## config.mk

```make
export PLATFORM = sky130hd
export DESIGN_NAME = bist_controller
export DESIGN_NICKNAME = d
export VERILOG_FILES = /design/src/rtl/bist_pkg.sv /design/src/rtl/bist_delay_line.sv /design/src/rtl/bist_controller.sv
export SDC_FILE = /design/constraint.sdc
export NUM_CORES = 1
export LEC_CHECK = 0
export ABC_AREA = 1
export CORE_MARGIN = 1
export CORE_UTILIZATION = 38
export DETAILED_ROUTE_END_ITERATION = 6
export SLEW_MARGIN = 20
export SYNTH_ARGS = -nofsm -noshare
export SYNTH_HDL_FRONTEND = slang
export SYNTH_SLANG_ARGS = --single-unit
```

## constraint.sdc

```tcl
create_clock -name clock -period 2.7 [get_ports clock]
set_clock_uncertainty 0.1 [all_clocks]
set_input_delay 0.405 -clock clock [delete_from_list [all_inputs] [get_ports clock]]
set_output_delay 0.405 -clock clock [all_outputs]
set_load 0.03 [all_outputs]
```

## src/rtl/bist_pkg.sv

```systemverilog
// Shared types and defaults for the BIST sequencer: FSM state encoding and
// the Moore decode of each state onto the control outputs.
package bist_pkg;

  localparam int DEF_SIG_WIDTH = 4;
  localparam int DEF_CNT_WIDTH = 8;
  localparam logic [DEF_SIG_WIDTH-1:0] DEF_GOLDEN_SIG = 4'b0000;

  typedef enum logic [2:0] {
    IDLE,
    INIT,
    RUN,
    FLUSH,
    COMPARE,
    DONE
  } state_t;

  typedef struct packed {
    logic test_mode;
    logic lfsr_load;
    logic lfsr_en;
    logic misr_clear;
    logic busy;
    logic done;
  } ctl_t;

  function automatic ctl_t decode_state(input state_t s);
    ctl_t c;
    c = '0;
    unique case (s)
      INIT: begin
        c.test_mode  = 1'b1;
        c.lfsr_load  = 1'b1;
        c.misr_clear = 1'b1;
        c.busy       = 1'b1;
      end
      RUN: begin
        c.test_mode = 1'b1;
        c.lfsr_en   = 1'b1;
        c.busy      = 1'b1;
      end
      FLUSH, COMPARE: begin
        c.test_mode = 1'b1;
        c.busy      = 1'b1;
      end
      DONE:    c.done = 1'b1;
      default: c = '0;
    endcase
    return c;
  endfunction

endpackage

```

## src/rtl/bist_delay_line.sv

```systemverilog
// DEPTH-cycle shift register used to align MISR compaction with the CUT
// pipeline; a plain wire when DEPTH is zero.
module bist_delay_line #(
  parameter int DEPTH = 1
) (
  input  logic clock,
  input  logic reset,
  input  logic clear,
  input  logic din,
  output logic dout
);

  if (DEPTH == 0) begin : g_pass
    logic unused_ctl;
    assign unused_ctl = &{1'b0, clock, reset, clear};
    assign dout = din;
  end else begin : g_shift
    logic [DEPTH-1:0] sr_p0;

    always_ff @(posedge clock or posedge reset) begin
      if (reset) begin
        sr_p0 <= '0;
      end else if (clear) begin
        sr_p0 <= '0;
      end else begin
        sr_p0 <= (sr_p0 << 1) | DEPTH'(din);
      end
    end

    assign dout = sr_p0[DEPTH-1];
  end

endmodule

```

## src/rtl/bist_controller.sv

```systemverilog
// BIST sequencer: seeds the LFSR, clears the MISR, runs a fixed pattern
// count, flushes the CUT pipeline and compares the final signature.
module bist_controller
  import bist_pkg::*;
#(
  parameter int N_PATTERNS = 15,
  parameter int CNT_WIDTH  = DEF_CNT_WIDTH,
  parameter int SIG_WIDTH  = DEF_SIG_WIDTH,
  parameter int LATENCY    = 1,
  parameter logic [SIG_WIDTH-1:0] GOLDEN_SIG = SIG_WIDTH'(DEF_GOLDEN_SIG)
) (
  input  logic                 clock,
  input  logic                 reset,
  input  logic                 start,
  input  logic                 abort,
  input  logic [SIG_WIDTH-1:0] signature,
  output logic                 test_mode,
  output logic                 lfsr_load,
  output logic                 lfsr_en,
  output logic                 misr_clear,
  output logic                 misr_en,
  output logic                 busy,
  output logic                 done,
  output logic                 pass
);

  if (N_PATTERNS < 1 || longint'(N_PATTERNS) >= (longint'(1) << CNT_WIDTH)) begin : g_bad_np
    $error("bist_controller: N_PATTERNS out of range for CNT_WIDTH");
  end
  if (LATENCY < 0 || longint'(LATENCY) >= (longint'(1) << CNT_WIDTH)) begin : g_bad_lat
    $error("bist_controller: LATENCY out of range for CNT_WIDTH");
  end

  localparam logic [CNT_WIDTH-1:0] CNT_RUN   = CNT_WIDTH'(N_PATTERNS - 1);
  localparam logic [CNT_WIDTH-1:0] CNT_FLUSH = CNT_WIDTH'(LATENCY - 1);

  state_t               state;
  state_t               state_next;
  ctl_t                 ctl_next;
  logic [CNT_WIDTH-1:0] cnt;
  logic                 dly_clear;

  always_comb begin
    state_next = state;
    unique case (state)
      IDLE:    if (start) state_next = INIT;
      INIT:    state_next = abort ? IDLE : RUN;
      RUN: begin
        if (abort) state_next = IDLE;
        else if (cnt == '0) state_next = (LATENCY > 0) ? FLUSH : COMPARE;
      end
      FLUSH: begin
        if (abort) state_next = IDLE;
        else if (cnt == '0) state_next = COMPARE;
      end
      COMPARE: state_next = abort ? IDLE : DONE;
      DONE:    if (start) state_next = INIT;
      default: state_next = IDLE;
    endcase
  end

  // Outputs are registered from the next state so they are glitch-free Moore.
  assign ctl_next  = decode_state(state_next);
  assign dly_clear = (state_next == IDLE);

  always_ff @(posedge clock or posedge reset) begin
    if (reset) begin
      state      <= IDLE;
      cnt        <= '0;
      test_mode  <= 1'b0;
      lfsr_load  <= 1'b0;
      lfsr_en    <= 1'b0;
      misr_clear <= 1'b0;
      busy       <= 1'b0;
      done       <= 1'b0;
      pass       <= 1'b0;
    end else begin
      state      <= state_next;
      test_mode  <= ctl_next.test_mode;
      lfsr_load  <= ctl_next.lfsr_load;
      lfsr_en    <= ctl_next.lfsr_en;
      misr_clear <= ctl_next.misr_clear;
      busy       <= ctl_next.busy;
      done       <= ctl_next.done;

      if (state_next == INIT) begin
        cnt <= CNT_RUN;
      end else if (state == RUN && state_next == FLUSH) begin
        cnt <= CNT_FLUSH;
      end else if (state_next == state && (state == RUN || state == FLUSH)) begin
        cnt <= cnt - 1'b1;
      end else if (state_next == IDLE) begin
        cnt <= '0;
      end

      if (state == COMPARE && state_next == DONE) begin
        pass <= (signature == GOLDEN_SIG);
      end else if (state_next != DONE) begin
        pass <= 1'b0;
      end
    end
  end

  // lfsr_en is delayed by the CUT depth so compaction sees matching responses.
  bist_delay_line #(
    .DEPTH(LATENCY)
  ) u_misr_dly (
    .clock(clock),
    .reset(reset),
    .clear(dly_clear),
    .din  (lfsr_en),
    .dout (misr_en)
  );

endmodule

```

# ---- Yosys cells after proc, flatten, opt, wreduce, memory -nomap -nowiden
# Cells that the tools add are included.
dict set report word_totals {
  ff_bits 17
  inputBits 8
}
dict set report classes {
  addsub 1
  n_eq_ne 12
  mux 19
  reduce_logical 12
}
# op count
set op_table {}
lappend op_table {{$mux 8} 4}
lappend op_table {{$mux 3} 6}
lappend op_table {{$pmux 3 s5} 1}
lappend op_table {{$eq 3x2->1 const B} 4}
lappend op_table {{$eq 3x3->1 const B} 4}
lappend op_table {{$logic_not 8->1} 1}
lappend op_table {{$sub 8x1->8 const B} 1}
lappend op_table {{$mux 1} 7}
lappend op_table {{$eq 3x1->1 const B} 2}
lappend op_table {{$logic_not 3->1} 2}
lappend op_table {{$logic_not 4->1} 1}
lappend op_table {{$reduce_bool 4->1} 1}
lappend op_table {{$reduce_or 4->1} 1}
lappend op_table {{$eq 3x3->1} 1}
lappend op_table {{$logic_and 1x1->1} 3}
lappend op_table {{$ne 3x3->1 const B} 1}
lappend op_table {{$mux 2} 1}
lappend op_table {{$reduce_bool 2->1} 1}
lappend op_table {{$reduce_or 2->1} 1}
lappend op_table {{$logic_or 1x1->1} 1}

# ---- Logic depth before layout (Yosys ltp)
dict set report depth {
  depth_word 9
  ltp_mapped 11
}

# ---- By module
# A second synthesis with hierarchy kept.
dict set report unflattened {
  hier_cells 114
  hier_area_um2 937.1
}
# mod instances cells_each area_per_inst_um2 seq_area_each_um2
set modules_own_cells {}
lappend modules_own_cells {bist_controller 1 110 898.4 400.4}
lappend modules_own_cells {bist_delay_line 1 4 38.8 25.0}

# ---- Worst setup path before layout
# OpenSTA, ideal clock, no wires.
dict set report synth_path {
  path_type {register to register}
  from {register cnt[0]}
  to {register busy}
  setup_time_ns 0.125
  arrival_ns 1.434
  t_required_ns 2.475
  path_slack_ns 1.041
  path_stages_with_launch 10
  path_buffers 0
  synth_period_minus_slack_ns 1.659
  path_cell_list {dfrtp_1 -> inv_1 -> ha_1 -> nand2_1 -> nor2_2 -> nand3_2 -> nand2_4 -> nand2_2 -> nor3_1 -> nor2_1}
}
# item line_no
set synth_lines {}
lappend synth_lines {{from (decl)} bist_controller.sv:40} ;# logic [CNT_WIDTH-1:0] cnt;
lappend synth_lines {{from (signal assigned)} bist_controller.sv:91} ;# cnt <= cnt - 1'b1;
lappend synth_lines {{to (signal assigned)} bist_controller.sv:83} ;# busy <= ctl_next.busy;
lappend synth_lines {{to (decl)} bist_controller.sv:22} ;# output logic busy,

==> out/results.ini <==
[grt]
antenna_found_initial = 0
grt_max_degree = 18
grt_pass1_vias = 735
overflow = 0
grt_use_total = 0.1635
grt_first_pass_wirelength_um = 3249

[route]
wl_per_cell_um = 11.16
vias = 771
postRouteAntennaNets = 0
initialDrtViolationCount = 9
drc = 0
dr.pass1.iters = 4
viasPerCell = 4.849
wirelength_um = 1774

[logic_synthesis]
synth_cell_types = 24
synthArstFlopShare = 1.000
ys_seq_area_frac = 0.4433
avgSynthCellArea_um2 = 8.418
ys_seq_elements = 17
yosys_warnings = 0
syn_nets = 123
synthFlopType = dfrtp_1
synthTopCellsByArea = dfrtp_1 (44%), nand3_1 (9.4%), inv_1 (5.9%), nand2_1 (4.7%), o21ai_2 (4.6%)
synth_top_area_frac = 0.4433
synthCells = 114
syn_area_um2 = 959.7
synth_edf_count = 0
synth_top_cell_by_area = dfrtp_1

[power]
worst_ir_drop_vdd_mv = 0.5614
swShare = 0.4747
p_switching_uw = 596.4
combPwrFrac = 0.569
power_density_nw_per_um2 = 1086
p_clk_frac = 0.109
p_int_uw = 660.0
power_frac_seq = 0.322
p_leak_uw = 0.0005576

[finish]
layout_common_cells = nand3_1 (18), dfrtp_1 (17), inv_1 (15), clkdlybuf4s50_1 (15), nand2_1 (12)
seq_area_um2 = 425.4
syn_to_final_growth_pct = 20.60
nets = 141
nFillCells = 227
final_common_cell = nand3_1
final_layout_size_suffix_gt1_frac = 0.2137
n_antenna_cell = 0
multi_input_comb_area_um2 = 444.2
fin_cells = 159

[worst_setup_path]
crit_arrival_ns = 1.94
critPathLaunchType = register
cp_max_fo = 6
worstSetupPathType = register to register
required_ns = 2.77
end_kind = register

[clock_tree]
numCtsBuffers = 3
cts.reportedPaths.clkPinSlew_ns = 0.11
postCtsHoldBufs = 0
clk_path_buf_depth = 2
cts_tree = built
htreeDepth = 1
insertion_delay_ns = 0.29
cts_setup_buffers = 0
clock-root-buffer = clkbuf_4
cts.sinks = 17
cts_resized = 0

[place]
routabilityCongestion = 0.7680
dpl.hpwl_um = 1404
dp.cells = 155
portBuffers = 15

[timing]
slew_viol_final = 0
fmax_mhz = 533.9
setup_viol = 0
worst_slew_pin_slew_ns = 0.6571
hold_ws_ns = 0.3994
post-route-period-util = 0.6937
slew_headroom = 0.5614
fin_tns_setup_ns = 0
hold_viol_final = 0
fin_crit_ns = 1.873
rsz0062_at_grt = no

[floorplanning]
core_um2 = 2297
die_x_um = 52.26
die_area_um2 = 2731
placementRows = 17
pin_count = 16
start_util = 0.4178
dieHeight_um = 52.26

[hold_path]
hold_class = input pin to asynchronous set/reset pin

[job]
maxCapViolations = 0

[outcome]
status = completed

## final cells by class
class | instances | share of cell area
clock buffers | 3 | 0.01946
clock inverters | 1 | 0.004324
inverters | 20 | 0.06486
multi-input cells | 75 | 0.3838
flip-flops and latches | 17 | 0.3676
well taps | 28 | 0.03027
repair buffers | 15 | 0.1297
## logic make-up (layout without fill, tap and decap cells)
logic type,after synthesis,after routing,share of synthesized area
xor+xnor,5,5,0.04563
compound gates,10,10,0.08345
simple gates,59,59,0.3207
flops,17,17,0.4433
fa+ha+maj,1,1,0.01304
buf+inv,22,39,0.09387
## cells in the mapped netlist (3+ instances only)
| cell type | number |
|---|---|
| nor3_1 | 3 |
| nand2_2 | 5 |
| xor2_1 | 4 |
| dfrtp_1 | 17 |
| inv_1 | 15 |
| nand2_1 | 12 |
| inv_2 | 5 |
| nor2_1 | 11 |
| nand3_1 | 18 |
| o21ai_2 | 5 |
## power by group through the flow
stage	Combinational, uW	Sequential (uW)	Clock, uW
CTS	723	405	145
global route	806	416	153
finish	715	405	136
floorplan	503	454	0
detailed placement	724	408	0
global placement	708	410	0
## per-stage QoR
| stage | total power (uW) | worst slack (ns) | utilization | cell area (um2) |
|---|---|---|---|---|
| global route | 1375 | 0.6580 | 0.5038 | 1157 |
| CTS | 1272 | 0.8014 | 0.5038 | 1157 |
| finish | 1256 | 0.8270 | 0.5038 | 1157 |
| global placement | 1118 | 0.7514 | 0.4918 | 1130 |
| floorplan | 957.2 | 1.041 | - | 959.7 |
| detailed placement | 1132 | 0.7437 | 0.4918 | 1130 |
## sequential cells by signal, summed over array words and instances (netlist names)
register         cells
busy                 1
cnt                  8
done                 1
lfsr_en              1
misr_clear           1
pass                 1
state                3
u_misr_dly.dout      1
## layer usage
layer,up-vias,track usage,part of all wire
met5,-,0,0
met4,0,0.03947,0.0056
met3,2,0.02609,0.034
met2,14,0.2585,0.46
met1,357,0.2335,0.50
li1,398,-,-
## final timing paths
| check | start | endpoint | slack [ns] | cells past startpoint |
|---|---|---|---|---|
| min | reset | cnt[3] | 0.40 | 2 |
| max reg2reg | cnt[0] | busy | 0.83 | 9 |
| max | cnt[0] | busy | 0.83 | 9 |
| min in group clock | lfsr_en | u_misr_dly.dout | 0.40 | 2 |
| max in group asynchronous | reset | busy | 1.67 | 2 |
| min reg2reg | lfsr_en | u_misr_dly.dout | 0.40 | 2 |
## critical path, stage by stage (launching register included)
cell and delay (ns):
dfrtp_1 0.37, inv_1 0.14, ha_1 0.26, nand2_1 0.08, nor2_2 0.14, nand3_2 0.12, nand2_4 0.12, nand2_2 0.09
nor3_1 0.26, nor2_1 0.07
Note: power is estimated with default switching activity, not from simulation.
